## config.mk

```make
export PLATFORM = sky130hd
export DESIGN_NAME = jedro_1_alu_arbiter
export DESIGN_NICKNAME = d
export VERILOG_FILES = /design/src/rtl/jedro_1_alu_arbiter.sv
export SDC_FILE = /design/constraint.sdc
export NUM_CORES = 1
export LEC_CHECK = 0
export ABC_AREA = 1
export CORE_MARGIN = 4
export CORE_UTILIZATION = 36
export CTS_CLUSTER_DIAMETER = 50
export CTS_CLUSTER_SIZE = 24
export DETAILED_ROUTE_END_ITERATION = 10
export PLACE_DENSITY = 0.8
export SLEW_MARGIN = 20
export SYNTH_ARGS = -nofsm -noshare
export SYNTH_HDL_FRONTEND = slang
export SYNTH_SLANG_ARGS = --single-unit
```

## constraint.sdc

```tcl
create_clock -name clk_i -period 1.9 [get_ports clk_i]
set_input_delay 0.57 -clock clk_i [delete_from_list [all_inputs] [get_ports clk_i]]
set_output_delay 0.57 -clock clk_i [all_outputs]
set_load 0.01 [all_outputs]
```

## src/rtl/jedro_1_alu_arbiter.sv

```systemverilog
// Round-robin arbiter that time-shares one registered ALU between NUM_REQ requesters.
// Operands are latched at grant and held until the tagged result is accepted.
package jedro_1_defines;
    localparam int XLEN = 32;

    typedef enum logic [3:0] {
        ALU_OP_ADD  = 4'd0,
        ALU_OP_SUB  = 4'd1,
        ALU_OP_SLL  = 4'd2,
        ALU_OP_SLT  = 4'd3,
        ALU_OP_SLTU = 4'd4,
        ALU_OP_XOR  = 4'd5,
        ALU_OP_SRL  = 4'd6,
        ALU_OP_SRA  = 4'd7,
        ALU_OP_OR   = 4'd8,
        ALU_OP_AND  = 4'd9
    } alu_op_e;
endpackage

module jedro_1_alu_arbiter
    import jedro_1_defines::*;
#(
    parameter int NUM_REQ = 2,
    parameter int ID_W    = $clog2(NUM_REQ)
) (
    input  logic                clk_i,
    input  logic                rstn_i,
    input  logic                flush_i,
    input  logic [NUM_REQ-1:0]  req_valid_i,
    output logic [NUM_REQ-1:0]  req_ready_o,
    input  alu_op_e             req_sel_i  [NUM_REQ],
    input  logic [XLEN-1:0]     req_op_a_i [NUM_REQ],
    input  logic [XLEN-1:0]     req_op_b_i [NUM_REQ],
    output alu_op_e             alu_sel_o,
    output logic [XLEN-1:0]     alu_op_a_o,
    output logic [XLEN-1:0]     alu_op_b_o,
    input  logic [XLEN-1:0]     alu_res_i,
    output logic                rsp_valid_o,
    input  logic                rsp_ready_i,
    output logic [ID_W-1:0]     rsp_id_o,
    output logic [XLEN-1:0]     rsp_data_o,
    output logic                busy_o
);

    localparam logic [1:0] ST_IDLE  = 2'd0;
    localparam logic [1:0] ST_ISSUE = 2'd1;
    localparam logic [1:0] ST_RESP  = 2'd2;

    logic [1:0]      r_state;
    logic [ID_W-1:0] r_rr_ptr;
    alu_op_e         r_alu_sel;
    logic [XLEN-1:0] r_alu_op_a;
    logic [XLEN-1:0] r_alu_op_b;
    logic [ID_W-1:0] r_rsp_id;

    logic [1:0]      w_state_next;
    logic            w_window;
    logic            w_found;
    logic            w_grant;
    logic [ID_W-1:0] w_winner;
    logic [ID_W-1:0] w_idx;
    logic [ID_W-1:0] w_rr_next;

    // A new operation may only be accepted when nothing is pending or the
    // pending result leaves this cycle; reset and flush close the window.
    assign w_window = rstn_i && !flush_i &&
                      ((r_state == ST_IDLE) || ((r_state == ST_RESP) && rsp_ready_i));

    always_comb begin
        w_found  = 1'b0;
        w_winner = '0;
        w_idx    = '0;
        for (int k = 0; k < NUM_REQ; k++) begin
            w_idx = ID_W'((int'(r_rr_ptr) + k) % NUM_REQ);
            if (!w_found && req_valid_i[w_idx]) begin
                w_found  = 1'b1;
                w_winner = w_idx;
            end
        end
    end

    assign w_grant   = w_window && w_found;
    assign w_rr_next = (int'(w_winner) == NUM_REQ - 1) ? '0 : w_winner + 1'b1;

    for (genvar gi = 0; gi < NUM_REQ; gi++) begin : g_ready
        assign req_ready_o[gi] = w_grant && (w_winner == ID_W'(gi));
    end

    always_comb begin
        w_state_next = r_state;
        case (r_state)
            ST_IDLE:  if (w_grant) w_state_next = ST_ISSUE;
            ST_ISSUE: w_state_next = ST_RESP;
            ST_RESP:  if (rsp_ready_i) w_state_next = w_grant ? ST_ISSUE : ST_IDLE;
            default:  w_state_next = ST_IDLE;
        endcase
        if (flush_i) w_state_next = ST_IDLE;
    end

    always_ff @(posedge clk_i or negedge rstn_i) begin
        if (!rstn_i) begin
            r_state    <= ST_IDLE;
            r_rr_ptr   <= '0;
            r_alu_sel  <= ALU_OP_ADD;
            r_alu_op_a <= '0;
            r_alu_op_b <= '0;
            r_rsp_id   <= '0;
        end else begin
            r_state <= w_state_next;
            if (w_grant) begin
                r_alu_sel  <= req_sel_i[w_winner];
                r_alu_op_a <= req_op_a_i[w_winner];
                r_alu_op_b <= req_op_b_i[w_winner];
                r_rsp_id   <= w_winner;
                r_rr_ptr   <= w_rr_next;
            end
        end
    end

    assign alu_sel_o   = r_alu_sel;
    assign alu_op_a_o  = r_alu_op_a;
    assign alu_op_b_o  = r_alu_op_b;
    assign rsp_id_o    = r_rsp_id;
    assign rsp_data_o  = alu_res_i;
    assign rsp_valid_o = (r_state == ST_RESP) && !flush_i;
    assign busy_o      = (r_state != ST_IDLE);

endmodule

```

# Word level (Yosys, flattened, before mapping)
# Cells that the tools add are included.
# totals
reg_bits,72
latch_bits,0
ram_bits,0
romBits,0
output_inout_bits,105
elab_cells,54
memories,0
# op_classes
n_addsub,2
multipliers,0
div_mod_pow,0
order_cmp,3
eq_ne,4
n_shift,0
muxes,23
bitwise_logic,2
n_reduce_logical,14
# ops
cell,count
$mux W32,6
$mux W4,3
$mux W1,10
$logic_and A1 B1 Y1,8
$mux W2,3
$ne A3 B3 Y1 const B,2
$pmux W2 S3,1
$lt A1 B2 Y1 const B,2
$add A1 B1 Y1 const B,2
$eq A2 B1 Y1 const B,1
$eq A2 B2 Y1 const B,1
$ge A2 B2 Y1 const B,1
$logic_not A1 Y1,2
$logic_not A2 Y1,1
$not A1 Y2,1
$reduce_and A2 Y1,1
$reduce_bool A2 Y1,1
$logic_or A1 B1 Y1,1
$not A1 Y1,1

# Logic depth before layout (Yosys ltp)
# logic_depth
ltp_word,11
ltp_mapped,8
mapped_depth_nobuf,7

# Worst setup path after synthesis
# OpenSTA, ideal clock, no wires.
# synth_timing
kind,input-to-output
start,input port flush_i
end,output port req_ready_o[0]
t_arrival_ns,1.324
path_slack_ns,0.006
cell_stages,6
n_path_buf,1
path_cell_list,nor2_2 nand2_1 nor2_8 buf_6 nand2_2 inv_1
# synth_via
elab_chain_len,5
# synth_lines
element,line,source
start: declaration,28,"input logic flush_i,"
$logic_not A1 Y1,66,assign w_window = rstn_i && !flush_i &&
$logic_and A1 B1 Y1 (2 in a row),66,
$logic_and A1 B1 Y1,82,assign w_grant = w_window && w_found;
$logic_and A1 B1 Y1,86,assign req_ready_o[gi] = w_grant && (w_winner == ID_W'(gi));
end: declaration,30,"output logic [NUM_REQ-1:0] req_ready_o,"
# Every way passes these cells.

# Worst setup path in the final report
# layout_timing
start,input port req_valid_i[0]
end,output port req_ready_o[1]
# layout_via
elab_chain_len,8
elab_cells_between_ends,12
cone_classes,8 x mux; 4 x reduce/logical
# layout_lines
element,line,source
start: declaration,29,"input logic [NUM_REQ-1:0] req_valid_i,"
$mux W1 (not written as such) (2 in a row),75,if (!w_found && req_valid_i[w_idx]) begin
$mux W1,75,
$logic_not A1 Y1,75,
$logic_and A1 B1 Y1,75,
$mux W1,75,
$logic_and A1 B1 Y1,82,
$logic_and A1 B1 Y1 *,86,
# Every way passes the cells marked *; elsewhere a longest branch is shown, timed or not. The select of a mux whose other input is x is not followed.

==> impl_metrics.toml <==
[critical_path]
path_buf_inv = 5
worst_setup_path_end_kind = "primary output"
crit_required_ns = 1.33
critical-path-top-delay-family = "buffers and inverters"
reg2reg_to = "alu_op_a_o[13]"
start_kind = "primary input"
worstReg2RegStart = "r_state[0]"
max_stage_delay_ns = 0.25
rr_worst_depth = 6
crit_slowest_cell = "dlygate4sd2_1"
crit_fanout = 4
critical_path_class = "in2out"
ff2ff_setup_slack_ns = 0.37
cp-startpoint = "req_valid_i[0]"
crit_chain = "dlygate4sd2_1 -> buf_4 -> nand2_2 -> nand2_4 -> inv_2 -> nand2_4 -> inv_2 -> buf_6"
arrival_ns = 1.39

[grt]
grt.total_usage_pct = 19.4
grt-ovfl-total = 0
grt_pass1_vias = 4178
grt_first_pass_wirelength_um = 20200
antenna_found_initial = 1
grt_max_degree = 69

[placement]
numPortBuffers = 214
gp_congestion = 0.821
dpl_worst_slack_ns = -0.853
post-dp-hpwl_um = 8930
dp.cells = 878
place_area_mm2 = 0.00601

[route]
vias_per_cell = 4.65
num_vias = 4179
wl_um = 12300
route.detailed.drc = 0
dr.pass1.iters = 6
postRouteAntennaNets = 0
drt_iter0_drc = 231
wl_per_cell_um = 13.7

[synthesis]
synthSimpleGateAreaFrac_pct = 42.8
seq_area_frac_synth_pct = 44.8
synth_top_family_by_area = "simple AND/OR/NAND/NOR gates"
synthMuxAreaShare_pct = 0
synth_warnings = 0
avgSynthCellArea_um2 = 6.97
synth_compound_area_share_pct = 0.155
synth_nets = 751
yosys.area_share.adder_pct = 0
synth_cell_types = 17
synth_seq_cells = 72
syn_area_mm2 = 0.00402
netlist_instances = 577
synth-xor-area-share_pct = 0

[clock_tree]
cts_sinks = 72
cts_tree = "yes"
cts-buffers-inserted = 9
htree_levels = 3
cts_hold_buf = 0
cts.reportedPaths.clkPinSlew_ns = 0.07
cts_root_buffer = "clkbuf_8"
insertion_delay_ns = 0.35
clockBufferDepth = 2

[die]
initial_core_util_pct = 37.0
core_area_mm2 = 0.0109
die_x_um = 114
num_rows = 38
fp.dieArea_mm2 = 0.0129
ios = 279
die_height_um = 114

[timing]
fin_tns_setup_ns = -0.107
worstMarginPinSlew_ns = 0.722
slew_violations = 0
fin_skew_ns = 0.00790
relSlewSlack_pct = 51.9
post-route-period-util_pct = 103
rsz0062_at_grt = "true"
period_needed_ns = 1.96
hold_ws_ns = 0.321
setup_violations = 2
fmax_mhz = 511
finalHoldViolCount = 0
finalWorstSetupSlack_ns = -0.0583

[power_and_ir_drop]
power_leakage_nw = 3.30
vdd.ir_drop.worst_v = 0.000450
total_power_mw = 5.31
power_density_mw_per_mm2 = 839

[cells_and_area]
drive_above_1_share_pct = 7.39
final_cells = 898
stdcell_area_mm2 = 0.00632
final_cell_mix = "nand2_1, clkdlybuf4s50_1, dfrtp_1"
area_growth_pct = 57.1
utilization_pct = 58.1
finalNetCount = 927
fillers = 1003
antenna_cells = 0
final_common_cell = "nand2_1"

[run_status]
outcome = "finished, violations left"
violations = "negative setup slack"

[worst_hold_path]
hp-class = "in2async"

[job]
drv_cap = 0
## cells by family after synthesis
| kind of cell | after synthesis |
|---|---|
| flip-flops | 72 |
| AO/OA/AOI/OAI | 1 |
| buffers and inverters | 77 |
| AND/OR/NAND/NOR | 427 |
## sequential cells by signal, indices dropped and copies added (netlist names)
register    cells
alu_op_a_o     32
alu_op_b_o     32
alu_sel_o       4
r_state         2
r_rr_ptr        1
rsp_id_o        1
## synth_stat cells
cell type,n,share of area (%)
nand2_1,350,33
dfrtp_1,72,45
nand3_1,68,8.5
buf_4,34,6.3
buf_2,19,2.4
inv_1,8,0.75
buf_6,7,2.0
clkbuf_1,6,0.56
buf_1,2,0.19
nand2_2,2,0.31
nor2_1,2,0.19
nor2_2,2,0.31
inv_2,1,0.093
nand3_2,1,0.25
nor2_8,1,0.50
o22ai_1,1,0.16
or2_2,1,0.16
## area by class of cell
class / count / area, um^2 / area share (%)
clock buffer: 14 / 173 / 2.73
multi-input combinational: 428 / 1770 / 28.0
tap: 140 / 175 / 2.77
timing repair buffer: 233 / 2310 / 36.5
clock inverter: 2 / 60.1 / 0.950
inverter: 9 / 33.8 / 0.534
sequential: 72 / 1800 / 28.5
## worst max path at each step
stage                           endpoint  slack [ns]  depth (start not counted)
after floorplan           req_ready_o[0]       0.006                          6
after global placement    req_ready_o[1]       -0.83                          7
after detailed placement  req_ready_o[1]       -0.85                          7
after CTS                 req_ready_o[1]       -0.08                          6
after global routing      req_ready_o[1]       -0.13                          6
final                     req_ready_o[1]       -0.06                          8
## routing by layer
layer | vias up | track usage (%) | routed length [um] | part of all wire (%)
li1 | 2086 | - | - | -
met1 | 1889 | 23.2 | 4990 | 41
met2 | 174 | 32.4 | 5860 | 48
met3 | 28 | 7.21 | 1170 | 9.5
met4 | 2 | 6.65 | 269 | 2.2
met5 | - | 0 | 13 | 0.11
## power breakdown
group          internal, mW  total [mW]  switching [mW]
combinational          1.04        1.88           0.845
clock                 0.849        1.40           0.551
sequential             1.85        2.02           0.176
total                  3.74        5.31            1.57
## timing repair
item	CTS	global route
pin swaps	5	4
hold endpoints to repair	0	0
setup buffers	2	2
gates resized for setup	29	14
cloned	0	0
setup endpoints to repair	8	8
(Power assumes the default switching activity.)
